--- src/rtl/gpmc_wb_sequencer.sv ---
// gpmc_wb_sequencer
// Bridges an asynchronous GPMC chip-select window onto a single-master
// Wishbone bus clocked by clk_fpga. Each GPMC write (NWE rising edge) or
// read (NOE falling edge) becomes exactly one Wishbone cycle. Reads stall
// the GPMC through EM_WAIT0 until the slave acks or the timeout expires.
//
// Ports
//   clk_fpga, rst_fpga            clock, async active-high reset
//   EM_NCS6, EM_NWE, EM_NOE       GPMC strobes (active low, asynchronous)
//   EM_A, EM_NBE, EM_D_i          GPMC halfword address, byte enables, write data
//   EM_D_o, EM_D_oe, EM_WAIT0     GPMC read data, pad enable, ready
//   wb_*                          Wishbone master port
//   timeout_o                     one-cycle pulse per timed-out transaction
//   busy_o                        high whenever the FSM is not idle
//   dbg_state_o                   current FSM state
//
// Wishbone handshake: wb_cyc_o and wb_stb_o rise together and stay high,
// with address/data/select stable, until the cycle in which wb_ack_i is
// sampled high (transfer complete) or the timeout expires (transfer
// abandoned). wb_ack_i is ignored whenever no request is outstanding.
module gpmc_wb_sequencer #(
  parameter int          TIMEOUT     = 255,
  parameter logic [15:0] RD_ERR_DATA = 16'hDEAD
) (
  input  logic        clk_fpga,
  input  logic        rst_fpga,
  input  logic        EM_NCS6,
  input  logic        EM_NWE,
  input  logic        EM_NOE,
  input  logic [9:0]  EM_A,
  input  logic [1:0]  EM_NBE,
  input  logic [15:0] EM_D_i,
  output logic [15:0] EM_D_o,
  output logic        EM_D_oe,
  output logic        EM_WAIT0,
  output logic [10:0] wb_adr_o,
  output logic [15:0] wb_dat_o,
  output logic [1:0]  wb_sel_o,
  output logic        wb_we_o,
  output logic        wb_stb_o,
  output logic        wb_cyc_o,
  input  logic [15:0] wb_dat_i,
  input  logic        wb_ack_i,
  output logic        timeout_o,
  output logic        busy_o,
  output logic [2:0]  dbg_state_o
);

  typedef enum logic [2:0] {
    ST_IDLE    = 3'd0,
    ST_WR_REQ  = 3'd1,
    ST_RD_REQ  = 3'd2,
    ST_RD_HOLD = 3'd3,
    ST_DRAIN   = 3'd4
  } state_t;

  // Last cycle a request may wait; the ack is still honoured in that cycle.
  localparam logic [7:0] TO_LAST = 8'(TIMEOUT - 1);

  state_t      state_q, state_d;
  logic [2:0]  ncs_sync_q, ncs_sync_d;
  logic [2:0]  nwe_sync_q, nwe_sync_d;
  logic [2:0]  noe_sync_q, noe_sync_d;
  logic [1:0]  sync_prime_q, sync_prime_d;
  logic        nwe_armed_q, nwe_armed_d;
  logic        noe_armed_q, noe_armed_d;
  logic [7:0]  cnt_q, cnt_d;
  logic [10:0] adr_q, adr_d;
  logic [15:0] dat_q, dat_d;
  logic [1:0]  sel_q, sel_d;
  logic [15:0] rdata_q, rdata_d;
  logic        timeout_q, timeout_d;

  logic ncs_s, nwe_s, noe_s;
  logic nwe_rise, noe_fall, wr_start, rd_start;

  // Stage [1] is the synchronized level, stage [2] its previous value.
  assign ncs_s    = ncs_sync_q[1];
  assign nwe_s    = nwe_sync_q[1];
  assign noe_s    = noe_sync_q[1];
  assign nwe_rise = nwe_s & ~nwe_sync_q[2];
  assign noe_fall = ~noe_s & noe_sync_q[2];

  // A strobe is armed only once it has been seen high after reset, so a
  // strobe already asserted across reset cannot start a transaction.
  // sync_prime_q[1] marks when the synchronizers hold real pin samples
  // rather than their reset value.
  assign wr_start = nwe_rise & nwe_armed_q & ~ncs_s & noe_s;
  assign rd_start = noe_fall & noe_armed_q & ~ncs_s & nwe_s;

  always_ff @(posedge clk_fpga or posedge rst_fpga) begin
    if (rst_fpga) begin
      state_q      <= ST_IDLE;
      ncs_sync_q   <= 3'b111;
      nwe_sync_q   <= 3'b111;
      noe_sync_q   <= 3'b111;
      sync_prime_q <= 2'b00;
      nwe_armed_q  <= 1'b0;
      noe_armed_q  <= 1'b0;
      cnt_q        <= 8'd0;
      adr_q        <= 11'd0;
      dat_q        <= 16'd0;
      sel_q        <= 2'd0;
      rdata_q      <= 16'd0;
      timeout_q    <= 1'b0;
    end else begin
      state_q      <= state_d;
      ncs_sync_q   <= ncs_sync_d;
      nwe_sync_q   <= nwe_sync_d;
      noe_sync_q   <= noe_sync_d;
      sync_prime_q <= sync_prime_d;
      nwe_armed_q  <= nwe_armed_d;
      noe_armed_q  <= noe_armed_d;
      cnt_q        <= cnt_d;
      adr_q        <= adr_d;
      dat_q        <= dat_d;
      sel_q        <= sel_d;
      rdata_q      <= rdata_d;
      timeout_q    <= timeout_d;
    end
  end

  always_comb begin
    ncs_sync_d   = {ncs_sync_q[1:0], EM_NCS6};
    nwe_sync_d   = {nwe_sync_q[1:0], EM_NWE};
    noe_sync_d   = {noe_sync_q[1:0], EM_NOE};
    sync_prime_d = {sync_prime_q[0], 1'b1};
    nwe_armed_d  = nwe_armed_q | (nwe_s & sync_prime_q[1]);
    noe_armed_d  = noe_armed_q | (noe_s & sync_prime_q[1]);
    state_d      = state_q;
    cnt_d        = cnt_q;
    adr_d        = adr_q;
    dat_d        = dat_q;
    sel_d        = sel_q;
    rdata_d      = rdata_q;
    timeout_d    = 1'b0;

    case (state_q)
      ST_IDLE: begin
        if (wr_start) begin
          state_d = ST_WR_REQ;
          cnt_d   = 8'd0;
          adr_d   = {EM_A, 1'b0};
          dat_d   = EM_D_i;
          sel_d   = ~EM_NBE;
        end else if (rd_start) begin
          state_d = ST_RD_REQ;
          cnt_d   = 8'd0;
          adr_d   = {EM_A, 1'b0};
          sel_d   = ~EM_NBE;
        end
      end
      ST_WR_REQ: begin
        if (wb_ack_i) begin
          state_d = ST_IDLE;
        end else if (cnt_q == TO_LAST) begin
          state_d   = ST_IDLE;
          timeout_d = 1'b1;
        end else begin
          cnt_d = cnt_q + 8'd1;
        end
      end
      ST_RD_REQ: begin
        if (wb_ack_i) begin
          state_d = ST_RD_HOLD;
          rdata_d = wb_dat_i;
        end else if (cnt_q == TO_LAST) begin
          state_d   = ST_RD_HOLD;
          rdata_d   = RD_ERR_DATA;
          timeout_d = 1'b1;
        end else begin
          cnt_d = cnt_q + 8'd1;
        end
      end
      ST_RD_HOLD: begin
        if (noe_s || ncs_s) state_d = ST_DRAIN;
      end
      ST_DRAIN: state_d = ST_IDLE;
      default:  state_d = ST_IDLE;
    endcase
  end

  assign wb_cyc_o    = (state_q == ST_WR_REQ) || (state_q == ST_RD_REQ);
  assign wb_stb_o    = wb_cyc_o;
  assign wb_we_o     = (state_q == ST_WR_REQ);
  assign wb_adr_o    = adr_q;
  assign wb_dat_o    = dat_q;
  assign wb_sel_o    = sel_q;
  assign EM_D_o      = rdata_q;
  assign EM_D_oe     = (state_q == ST_RD_HOLD);
  assign EM_WAIT0    = (state_q != ST_RD_REQ);
  assign timeout_o   = timeout_q;
  assign busy_o      = (state_q != ST_IDLE);
  assign dbg_state_o = state_q;

endmodule

--- config.mk ---
export PLATFORM = sky130hd
export DESIGN_NAME = gpmc_wb_sequencer
export DESIGN_NICKNAME = d
export VERILOG_FILES = /design/src/rtl/gpmc_wb_sequencer.sv
export SDC_FILE = /design/constraint.sdc
export NUM_CORES = 1
export LEC_CHECK = 0
export BUFFER_PORTS_ARGS = -buffer_cell sky130_fd_sc_hd__buf_2
export CORE_MARGIN = 2
export CORE_UTILIZATION = 52
export CTS_CLUSTER_DIAMETER = 50
export CTS_CLUSTER_SIZE = 10
export DETAILED_ROUTE_END_ITERATION = 10
export PLACE_DENSITY_LB_ADDON = 0.12
export SLEW_MARGIN = 20
export SYNTH_ARGS = -nofsm -noshare
export SYNTH_HDL_FRONTEND = slang
export SYNTH_SLANG_ARGS = --single-unit
--- constraint.sdc ---
create_clock -name clk_fpga -period 7.3 [get_ports clk_fpga]
set_input_delay 2.19 -clock clk_fpga [delete_from_list [all_inputs] [get_ports clk_fpga]]
set_output_delay 2.19 -clock clk_fpga [all_outputs]
set_load 0.02 [all_outputs]
# Yosys cells after proc, flatten, opt, wreduce, memory -nomap -nowiden
# Cells that the tools add are included.
totals:
  reg_bits: 69
  in_bits: 50
op_classes:
  add_sub_neg: 1
  n_eq_ne: 11
  mux: 22
  bitwise: 16
  n_reduce_logical: 13
ops:
  columns: ["op", "count"]
  rows:
  - ["$mux 16", 2]
  - ["$mux 8", 4]
  - ["$mux 11", 2]
  - ["$mux 3", 7]
  - ["$pmux 8 s2", 1]
  - ["$pmux 3 s4", 1]
  - ["$and 1x1->1", 10]
  - ["$add 8x1->8 const B", 1]
  - ["$eq 8x8->1 const B", 1]
  - ["$reduce_and 4->1", 2]
  - ["$eq 3x2->1 const B", 2]
  - ["$ne 3x3->1 const B", 2]
  - ["$reduce_and 2->1", 3]
  - ["$reduce_bool 2->1", 3]
  - ["$mux 2", 2]
  - ["$ne 2x2->1 const B", 2]
  - ["$eq 3x1->1 const B", 1]
  - ["$logic_not 3->1", 1]
  - ["$mux 1", 3]
  - ["$ne 3x1->1 const B", 1]
  - ["$ne 3x2->1 const B", 1]
  - ["$not 1->1", 3]
  - ["$reduce_bool 3->1", 1]
  - ["$logic_or 1x1->1", 2]
  - ["4 further kinds", 5]

# Depth between registers and ports, before layout
depth:
  word_depth: 8
  mapped_depth: 6

# Worst setup path after synthesis
# Ideal clock, no wire load.
synth_path:
  kind: "register to output"
  start: "register state_q[0], in the netlist dbg_state_o[0]"
  end: "output wb_stb_o"
  t_arrival_ns: 1.435
  required_time_ns: 5.110
  path_slack_ns: 3.675
  stages_incl_launch_ff: 6
  path_cell_list: "dfrtp_1 buf_6 xor2_1 nand2_2 clkinv_1 buf_4"
synth_via:
  elab_chain_len: 2
  word_cells_on_any_way: 3
  cone_classes: "2 x eq/ne; 1 x reduce/logical"
synth_rtl:
  columns: ["item", "line_no", "rtl"]
  rows:
  - ["start, declared", "60", "state_t state_q, state_d;"]
  - ["start signal, assigned", "107", "state_q <= state_d;"]
  - ["$eq 3x1->1 / $eq 3x2->1 (equally long branches)", "183", "assign wb_cyc_o = (state_q == ST_WR_REQ) || (state_q == ST_RD_REQ);"]
  - ["$logic_or 1x1->1 (*)", "183", null]
  - ["end, declared", "40", "output logic wb_stb_o,"]
# Mark *: on every way between the ends. The rest lies on a longest branch, timed or not.

# Worst setup path after layout
layout_path:
  start: "register state_q[1], in the netlist dbg_state_o[1]"
  end: "output wb_stb_o"
# The elaborated chain is that of the path after synthesis.

==> summary.txt <==
Critical path
  – Critical Path, Cell by Cell: xor2_1, nand2_2, clkinv_1, buf_2
  – Reg2Reg Depth: 4
  – Crit path max-delay cell type: dfrtp_1
  – CP Data Arrival Time: 1.67 ns
  – Worst Setup Path Type: register to primary output
  – Startpoint Class: register
  – Critical Path Stages: 4
  – Worst Path Max Fanout: 14
  – Crit end category: primary output
  – Top delay family on crit path: flip-flops
  – Critical path buffers and inverters: 2
  – Required time worst endpoint: about 5.1 ns
  – Max incr delay on CP: between 0.5 and 0.6 ns

Clock network
  – Postcts setup bufs: 0
  – H-Tree Depth: 3
  – CTS max path bufs: 2
  – CTS tree: done
  – Worst-path clk slew: ~0.070 ns
  – Clk_lat worst skew: around 0.33 ns
  – Root Buffer: clkbuf_8
  – CTS buffer count: 9
  – Clock sinks: about 70
  – Post-cts gate resize count: 0
  – Post-CTS Hold Buffers: 0

Cells and area
  – Ant diodes: 0
  – Layout cells sized above 1: between 50% and 60%
  – Area Growth Syn to Fin: 25.47%
  – Final nets: 358
  – Final Core Density: between 60 and 70%
  – Commonest cells after routing, fill and taps aside: 103 x buf_2, 60 x dfrtp_1, 26 x mux2_2
  – Non-Filler Instances: around 380
  – Commonest non-fill, non-tap cell in the layout: buf_2

Status
  – Status: finished clean

Die
  – Die Area: 0.005879 mm^2
  – Die Height: roughly 77 um
  – Row count: 26
  – Ports: between 100 and 150
  – Die X: 76.68 um
  – Starting Density: about 54%
  – Core area: between 0.005 and 0.006 mm^2

Logic synthesis
  – Cell count after synthesis: 200
  – Flops & latches, synth: between 60 and 70
  – Syn Area/Cell: between 10 and 15 um^2
  – Netlist cell types: between 40 and 50
  – Post-Syn Nets: between 200 and 300
  – Post-synth ARST share: 100.0%
  – EDFF count, synth: 0
  – Ys flop type: dfrtp_1
  – Synthesis Warnings: 0
  – Post-synthesis sequential area ratio: a little over 60%
  – Netlist Area Pre-Place: between 0.002 and 0.003 mm^2

Global routing
  – Initial antenna violation count: 0
  – Vias in the first global route: slightly above 2000
  – Largest net degree at the start of global routing: slightly below 70
  – GRT overflow: 0
  – GRT Overall Usage: 20.03%
  – First-pass GRT wire length: 9142 um

Route
  – Antenna viol nets, final: 0
  – Drt wl/cell: about 14 um
  – Vias per inst: approximately 5.3
  – Drt total wl: 5463 um
  – DRC viols: 0
  – 1st-iter DRT viols: 100
  – Drt first pass iters: 4
  – DR vias: roughly 2000

Timing
  – Max Slew Vio Count: 0
  – Least-Margin Pin Slew: 0.8191 ns
  – Hold Violations, Final: 0
  – Setup TNS: 0 ns
  – Final worst setup slack: between 3 and 4 ns
  – Max-slew headroom: between 40% and 50%
  – Final Setup Violations: 0
  – Final Cycle Share: 52.90%
  – Layout Skew: approximately 0.011 ns
  – Unrepaired setup endpoints after global routing: false
  – Fmax achieved: ~0.26 GHz
  – Final min period: slightly below 4 ns

Power and ir drop
  – Internal: around 900 uW
  – Clk pwr share: 16.5%
  – Leakage power: 0.001639 uW
  – Power per standard cell area: around 440 mW/mm^2
  – Combinational cell fraction of total power: between 40% and 50%
  – Net Sw Frac: just over 40%
  – Reg power frac: between 40% and 50%
  – VDD IR max: roughly 0.24 mV
  – Tot Pwr: around 1500 uW
  – Switch Pwr: 606.9 uW

Placed design
  – Placed insts: 365
  – Place WS: around 3.8 ns
  – IO buf count: slightly above 100
  – Detail Placement HPWL: between 3000 and 4000 um
  – Routability cong.: ~0.94

Flow run
  – Max Cap Viol: 0

Min path
  – Hold depth: 0
  – Hold crit path type: register to register
[cells in the mapped netlist, types with 2 or more instances]
master | instances | area [um^2]
dfrtp_1 | 60 | 1501
mux2_2 | 26 | 292.8
nand3_1 | 11 | 55.05
o22a_1 | 11 | 96.34
dfstp_2 | 8 | 210.2
nand2_1 | 8 | 30.03
inv_1 | 7 | 26.28
o21ai_0 | 6 | 30.03
a22o_1 | 5 | 43.79
a21oi_1 | 4 | 20.02
buf_4 | 4 | 30.03
nor2_1 | 4 | 15.01
o211ai_1 | 4 | 30.03
and3_1 | 3 | 18.77
a21o_1 | 2 | 15.01
a31oi_1 | 2 | 12.51
buf_6 | 2 | 22.52
clkbuf_1 | 2 | 7.510
conb_1 | 2 | 7.510
ha_1 | 2 | 25.02
or4_1 | 2 | 15.01
[power by group through the flow]
stage          Sequential (uW)  Clock (uW)  Combinational (uW)
6_report                   624         248                 633
5_1_grt                    647         276                 684
4_1_cts                    624         258                 642
3_5_place_dp               630           0                 641
3_3_place_gp               622           0                 630
2_1_floorplan              770           0                 294
[cell families (layout without fill, tap and decap cells)]
| family | count (synthesis) | after routing | synth area share (%) |
|---|---|---|---|
| muxes | 27 | 27 | 11.03 |
| buffers and inverters | 17 | 128 | 3.462 |
| DFF | 68 | 68 | 62.32 |
| other | 2 | 2 | 0.2735 |
| AOI/OAI and AO/OA | 43 | 43 | 12.94 |
| and+or+nand+nor | 40 | 40 | 8.748 |
| adders and majority gates | 2 | 2 | 0.9110 |
| xor gates and xnor gates | 1 | 1 | 0.3190 |
[worst register-to-register path, cell delays in order, from the launching register on]
cell      delay [ns]
dfstp_2         0.54
and4bb_1        0.28
o211ai_4        0.53
o21ai_1         0.30
o221ai_1        0.25
[layout make-up]
| cell class | instances | area (um^2) |
|---|---|---|
| clock buffers | 13 | 138.9 |
| clock inverters | 3 | 15.01 |
| fillers | 408 | 1662 |
| inverters | 8 | 30.03 |
| multi-input cells | 115 | 939.7 |
| flip-flops and latches | 68 | 1712 |
| well taps | 70 | 87.58 |
| repair buffers | 104 | 523.0 |
[sequential cells by signal, indices dropped and copies added (netlist names), 2 cells and up]
register and flops:
EM_D_o 16, wb_dat_o 16, wb_adr_o 10, cnt_q 8
dbg_state_o 3, noe_sync_q 3, nwe_sync_q 3, ncs_sync_q 2
sync_prime_q 2, wb_sel_o 2
[final timing paths]
kind	startpoint	endpoint	slack, ns
worst min register to register	sync_prime_q[0]	sync_prime_q[1]	0.35
worst min-delay path	sync_prime_q[0]	sync_prime_q[1]	0.35
worst max-delay path	dbg_state_o[1]	wb_stb_o	3.44
max in group asynchronous	rst_fpga	wb_dat_o[3]	4.67
min in group asynchronous	rst_fpga	wb_dat_o[6]	2.10
worst max register to register	ncs_sync_q[1]	cnt_q[4]	5.31
[metal layers]
layer  up-vias  part of all wire [%]  global-route usage (%)
met4         0                   1.3                   8.364
met5         -                     0                       0
met3        14                   6.7                   7.176
met2        81                    51                   32.98
li1        939                     -                       -
met1       981                    41                   23.87
[metrics by stage]
stage,hold WS (ns),area (um^2)
detailed placement,0.3356,3292
finish,0.3525,3446
global route,0.3632,3446
floorplan,0.3312,2746
global placement,0.3344,3292
CTS,0.3581,3446
Note: power is estimated with default switching activity, not from simulation.
